## src/rtl/seg7_capture_pkg.sv

```systemverilog
// Shared definitions for the seven-segment display capture block:
// capture FSM states, glyph patterns and digit geometry.
package seg7_capture_pkg;

  localparam int NUM_DIGITS = 4;
  localparam int NIBBLE_W   = 4;
  localparam int FRAME_W    = NUM_DIGITS * NIBBLE_W;

  typedef enum logic [1:0] {
    IDLE   = 2'd0,
    SETTLE = 2'd1,
    HOLD   = 2'd2
  } capState_e;

  // Active-high segment patterns, bit order gfedcba
  localparam logic [6:0] GLYPH_0 = 7'b0111111;
  localparam logic [6:0] GLYPH_1 = 7'b0000110;
  localparam logic [6:0] GLYPH_2 = 7'b1011011;
  localparam logic [6:0] GLYPH_3 = 7'b1001111;
  localparam logic [6:0] GLYPH_4 = 7'b1100110;
  localparam logic [6:0] GLYPH_5 = 7'b1101101;
  localparam logic [6:0] GLYPH_6 = 7'b1111101;
  localparam logic [6:0] GLYPH_7 = 7'b0000111;
  localparam logic [6:0] GLYPH_8 = 7'b1111111;
  localparam logic [6:0] GLYPH_9 = 7'b1101111;
  localparam logic [6:0] GLYPH_A = 7'b1110111;
  localparam logic [6:0] GLYPH_B = 7'b1111100;
  localparam logic [6:0] GLYPH_C = 7'b0111001;
  localparam logic [6:0] GLYPH_D = 7'b1011110;
  localparam logic [6:0] GLYPH_E = 7'b1111001;
  localparam logic [6:0] GLYPH_F = 7'b1110001;

  localparam logic [15:0][6:0] GLYPH_TABLE = {
    GLYPH_F, GLYPH_E, GLYPH_D, GLYPH_C, GLYPH_B, GLYPH_A, GLYPH_9, GLYPH_8,
    GLYPH_7, GLYPH_6, GLYPH_5, GLYPH_4, GLYPH_3, GLYPH_2, GLYPH_1, GLYPH_0
  };

  function automatic logic [1:0] digitIndex(input logic [NUM_DIGITS-1:0] sel);
    digitIndex = '0;
    for (int i = 0; i < NUM_DIGITS; i++) begin
      if (sel[i]) digitIndex = 2'(i);
    end
  endfunction

endpackage

```

## src/rtl/seg7_capture_to_hex.sv

```systemverilog
// Combinational glyph decoder: active-high segment pattern to hex nibble,
// flagging any pattern that is not one of the sixteen hex glyphs.
module seg7_to_hex
  import seg7_capture_pkg::*;
(
  input  logic [6:0]          pattern_i,
  output logic [NIBBLE_W-1:0] nibble_o,
  output logic                illegal_o
);

  always_comb begin
    nibble_o  = '0;
    illegal_o = 1'b1;
    for (int i = 0; i < 16; i++) begin
      if (pattern_i == GLYPH_TABLE[i]) begin
        nibble_o  = NIBBLE_W'(i);
        illegal_o = 1'b0;
      end
    end
  end

endmodule

```

## src/rtl/seg7_capture.sv

```systemverilog
// Captures a 4-digit frame from a multiplexed seven-segment display by
// waiting for each digit's sample to stay stable, then hands frames off.
module seg7_capture
  import seg7_capture_pkg::*;
#(
  parameter int STABLE_CYCLES = 4
) (
  input  logic                  clk,
  input  logic                  rst,
  input  logic [6:0]            seg_n,
  input  logic [NUM_DIGITS-1:0] dig,
  output logic [FRAME_W-1:0]    value,
  output logic                  value_valid,
  input  logic                  value_ready,
  output logic                  bad_code,
  output logic                  overrun
);

  logic [6:0]            segSample_q, prevSeg_q;
  logic [NUM_DIGITS-1:0] digSample_q, prevDig_q;
  capState_e             state_q, state_d;
  logic [7:0]            count_q, count_d;
  logic [NUM_DIGITS-1:0] mask_q, mask_d;
  logic [FRAME_W-1:0]    digits_q, digits_d;
  logic [FRAME_W-1:0]    value_q, value_d;
  logic                  valid_q, valid_d;
  logic                  badCode_q, badCode_d;
  logic                  overrun_q, overrun_d;

  logic                  sampleOneHot;
  logic                  sampleSame;
  logic [7:0]            incCount;
  logic [1:0]            digitSel;
  logic [NIBBLE_W-1:0]   glyphNibble;
  logic                  glyphIllegal;
  logic                  stableHit;

  assign sampleOneHot = $onehot(digSample_q);
  assign sampleSame   = (segSample_q == prevSeg_q) && (digSample_q == prevDig_q);
  assign incCount     = count_q + 8'd1;
  assign digitSel     = digitIndex(digSample_q);

  seg7_to_hex u_decode (
    .pattern_i (~segSample_q),
    .nibble_o  (glyphNibble),
    .illegal_o (glyphIllegal)
  );

  always_ff @(posedge clk) begin
    if (rst) begin
      segSample_q <= '0;
      digSample_q <= '0;
      prevSeg_q   <= '0;
      prevDig_q   <= '0;
      state_q     <= IDLE;
      count_q     <= '0;
      mask_q      <= '0;
      digits_q    <= '0;
      value_q     <= '0;
      valid_q     <= 1'b0;
      badCode_q   <= 1'b0;
      overrun_q   <= 1'b0;
    end else begin
      segSample_q <= seg_n;
      digSample_q <= dig;
      prevSeg_q   <= segSample_q;
      prevDig_q   <= digSample_q;
      state_q     <= state_d;
      count_q     <= count_d;
      mask_q      <= mask_d;
      digits_q    <= digits_d;
      value_q     <= value_d;
      valid_q     <= valid_d;
      badCode_q   <= badCode_d;
      overrun_q   <= overrun_d;
    end
  end

  // Frame hand-off uses the registered mask, so a completed frame appears one edge after its last digit.
  always_comb begin
    state_d   = state_q;
    count_d   = count_q;
    mask_d    = mask_q;
    digits_d  = digits_q;
    value_d   = value_q;
    valid_d   = valid_q;
    badCode_d = 1'b0;
    overrun_d = overrun_q;
    stableHit = 1'b0;

    if (valid_q && value_ready) valid_d = 1'b0;

    if (mask_q == '1) begin
      mask_d = '0;
      if (!valid_q || value_ready) begin
        value_d = digits_q;
        valid_d = 1'b1;
      end else begin
        overrun_d = 1'b1;
      end
    end

    if (!sampleOneHot) begin
      state_d = IDLE;
      count_d = '0;
    end else begin
      unique case (state_q)
        IDLE: begin
          state_d = SETTLE;
          count_d = 8'd1;
        end
        SETTLE: begin
          if (sampleSame) begin
            count_d   = incCount;
            stableHit = (incCount == 8'(STABLE_CYCLES));
          end else begin
            count_d = 8'd1;
          end
        end
        HOLD: begin
          if (!sampleSame) begin
            state_d = SETTLE;
            count_d = 8'd1;
          end
        end
        default: begin
          state_d = IDLE;
          count_d = '0;
        end
      endcase
    end

    // An unreadable stable glyph poisons the whole frame in progress
    if (stableHit) begin
      state_d = HOLD;
      if (glyphIllegal) begin
        badCode_d = 1'b1;
        mask_d    = '0;
      end else begin
        digits_d[{digitSel, 2'b00} +: NIBBLE_W] = glyphNibble;
        mask_d[digitSel] = 1'b1;
      end
    end
  end

  assign value       = value_q;
  assign value_valid = valid_q;
  assign bad_code    = badCode_q;
  assign overrun     = overrun_q;

endmodule

```

## config.mk

```make
export PLATFORM = sky130hd
export DESIGN_NAME = seg7_capture
export DESIGN_NICKNAME = d
export VERILOG_FILES = /design/src/rtl/seg7_capture_pkg.sv /design/src/rtl/seg7_capture_to_hex.sv /design/src/rtl/seg7_capture.sv
export SDC_FILE = /design/constraint.sdc
export NUM_CORES = 1
export LEC_CHECK = 0
export CORE_AREA = 5 5 85 87
export DETAILED_ROUTE_END_ITERATION = 16
export DIE_AREA = 0 0 90 92
export DONT_BUFFER_PORTS = 1
export PLACE_DENSITY = 0.66
export SLEW_MARGIN = 40
export SYNTH_ARGS = -nofsm -noshare
export SYNTH_HDL_FRONTEND = slang
export SYNTH_SLANG_ARGS = --single-unit
```

## constraint.sdc

```tcl
create_clock -name clk -period 6.93 [get_ports clk]
set_input_delay 0.3465 -clock clk [delete_from_list [all_inputs] [get_ports clk]]
set_output_delay 0.3465 -clock clk [all_outputs]
set_load 0.05 [all_outputs]
```

==> flow_summary.yaml <==
timing:
  period_minus_slack_ps: 2720
  fmax_mhz: 367
  fin_skew_ps: 10.1
  slew_headroom_pct: 58.2
  whs_ps: 65.8
  tightest_slew_ps: 625
  setup_viol: 0
  post-route-period-util_pct: 39.3
  setup_tns_ps: 0
  finalHoldViolCount: 0
  grt_setup_unrepaired: "false"
  finalMaxSlewViolations: 0
setup_path:
  worstPathRequired_ps: 7220
  startpoint_type: "register"
  reg2regPathDepth: 10
  rr_endpoint: "count_q[7]$_SDFFE_PP0N_"
  r2r_setup_slack_ps: 4210
  crit_type: "register to register"
  arrival_ps: 3020
  cp_max_fo: 7
  end_kind: "register"
  timing.rr.start: "digSample_q[3]$_SDFF_PP0_"
synth:
  synth_nets: 380
  synth_top_area_cell: "dfxtp_1"
  yosys_warnings: 0
  ys_seq_elements: 71
  synthCells: 357
  ys_types: 58
  yosys.area.top_type_share_pct: 43.8
  synthArstFlopShare_pct: 0
  syn_area_per_cell_um2: 9.10
  synth_area_leaders: "dfxtp_1 44%, nand2_1 5.3%, nor2b_1 4.2%"
  synth_seq_area_share_pct: 43.8
  synth-edff-count: 0
  yosysMostFrequentCell: "dfxtp_1"
  synth.cell_area_mm2: 0.00325
  synth-main-ff-cell: "dfxtp_1"
  synth_commonest_cells: "71 x dfxtp_1, 46 x nand2_1, 26 x nor2_1, 24 x a21oi_1, 22 x nor2b_1"
routing:
  dr.pass1.iters: 4
  drc_errors: 0
  vias: 2339
  drt_iter0_markers: 93
  routedWlPerCell_um: 13.9
  routed_wirelength_um: 6000
  antenna_left: 0
  viasPerCell: 5.44
layout:
  syn_to_final_growth_pct: 4.85
  final.fill_count: 605
  regArea_mm2: 0.00142
  multiInputGateArea_mm2: 0.00166
  drive_above_1_share_pct: 9.35
  finalNetCount: 371
  antennaDiodeCount: 0
clocking:
  cts_tree: "done"
  clockRootBuffer: "clkbuf_8"
  path_clk_slew_ps: 70
  ctsHoldBuffers: 0
  clock_sinks: 71
  numCtsBuffers: 9
  htreeDepth: 3
  cts_setup_buffers: 0
  insertion_delay_ps: 350
  cts_resized: 0
  clockBufferDepth: 2
die:
  pin_count: 33
  num_rows: 29
  die-area_mm2: 0.00828
  die_h_um: 92
  coreArea_mm2: 0.00628
  start_util_pct: 51.7
  die_x_um: 90
power_and_ir_drop:
  irDropWorstVdd_mv: 0.220
  finalPower_mw: 0.777
  leakage_nw: 1.30
  p_per_area_mw_per_mm2: 228
worst_hold_path:
  hp-class: "input port to register"
  hold_depth: 1
  min_to: "prevDig_q[0]$_SDFF_PP0_"
  hp-start: "rst"
placement:
  hpwl_um: 4190
  port_buffers: 0
  globalplace.congestion: 0.783
grt:
  grt_start_max_net_pins: 52
  track_usage_pct: 15.1
  grt_pass1_wl_um: 10500
  grt_remaining_overflow: 0
  first_global_vias: 2129
  antenna_found_initial: 0
run_status:
  status: "finished, final reports clean"
job:
  maxCapViolations: 0
## kinds of logic after synthesis
logic type / synth area share (%)
fa+ha+maj: 3.70
xor+xnor: 4.31
simple gates: 25.4
mux: 0.308
buf+inv: 5.28
compound gates: 17.2
flops: 43.8
## worst max-delay path: stages (launching register included)
cell and delay [ps]:
dfxtp_1 390, inv_1 80, fa_1 480, inv_1 40
ha_1 170, ha_1 270, nor2_1 100, nand2_1 160
nor4b_2 620, and3_1 250, a221o_1 100
## worst max-delay path by stage
stage | startpoint | end | cells past startpoint
floorplan | digSample_q[0]$_SDFF_PP0_ | digits_q[13]$_SDFFE_PP0P_ | 10
finish | digSample_q[3]$_SDFF_PP0_ | count_q[7]$_SDFFE_PP0N_ | 10
detailed placement | digSample_q[1]$_SDFF_PP0_ | count_q[5]$_SDFFE_PP0N_ | 10
global route | digSample_q[1]$_SDFF_PP0_ | count_q[2]$_SDFFE_PP0N_ | 10
global placement | digSample_q[0]$_SDFF_PP0_ | digits_q[5]$_SDFFE_PP0P_ | 10
CTS | digSample_q[1]$_SDFF_PP0_ | count_q[7]$_SDFFE_PP0N_ | 10
## state kept, by name, indices dropped and copies added (netlist names), 2 cells and up
register     flops
count_q          8
digSample_q      4
digits_q        16
mask_q           4
prevDig_q        4
prevSeg_q        7
segSample_q      7
state_q          2
value           16
## layout make-up
type                       instances  area share [%]
clock buffer                      10            4.04
inverter                          13            1.43
clock inverter                     6            1.29
multi-input combinational        253            48.7
tap                               77            2.83
sequential                        71            41.7
## layer usage
| metal | vias up | share of wire [%] | global-route usage, % |
|---|---|---|---|
| met5 | - | 0 | 0 |
| met4 | 0 | 0.92 | 4.47 |
| met3 | 4 | 4.6 | 5.65 |
| met2 | 36 | 46 | 23.2 |
| met1 | 1070 | 49 | 19.9 |
| li1 | 1229 | - | - |
## power by group
group | internal (mW) | switching (mW)
logic | 0.0233 | 0.0280
registers | 0.415 | 0.0140
clock network | 0.141 | 0.156
total | 0.579 | 0.198
## metrics by stage
stage / setup WS (ps) / utilization (%) / cells / instance area (µm²)
global placement: 4260 / 51.3 / 414 / 3220
detailed placement: 4220 / 51.4 / 414 / 3220
global route: 3980 / 54.3 / 430 / 3410
floorplan: 4420 / - / 357 / 3250
CTS: 4190 / 54.3 / 430 / 3410
finish: 4210 / 54.3 / 430 / 3410
## cells in the final DEF (no fill, tap or decap), types with 7 or more instances in the layout
cell type / instances
nand2b_1: 7
nor2b_1: 21
nor2_1: 26
nand2_1: 46
ha_1: 8
clkbuf_8: 10
a21oi_1: 24
inv_1: 13
o2bb2ai_1: 12
nand3_1: 8
xor2_1: 12
dfxtp_1: 71
No activity file was read; power rests on OpenSTA's default activity.
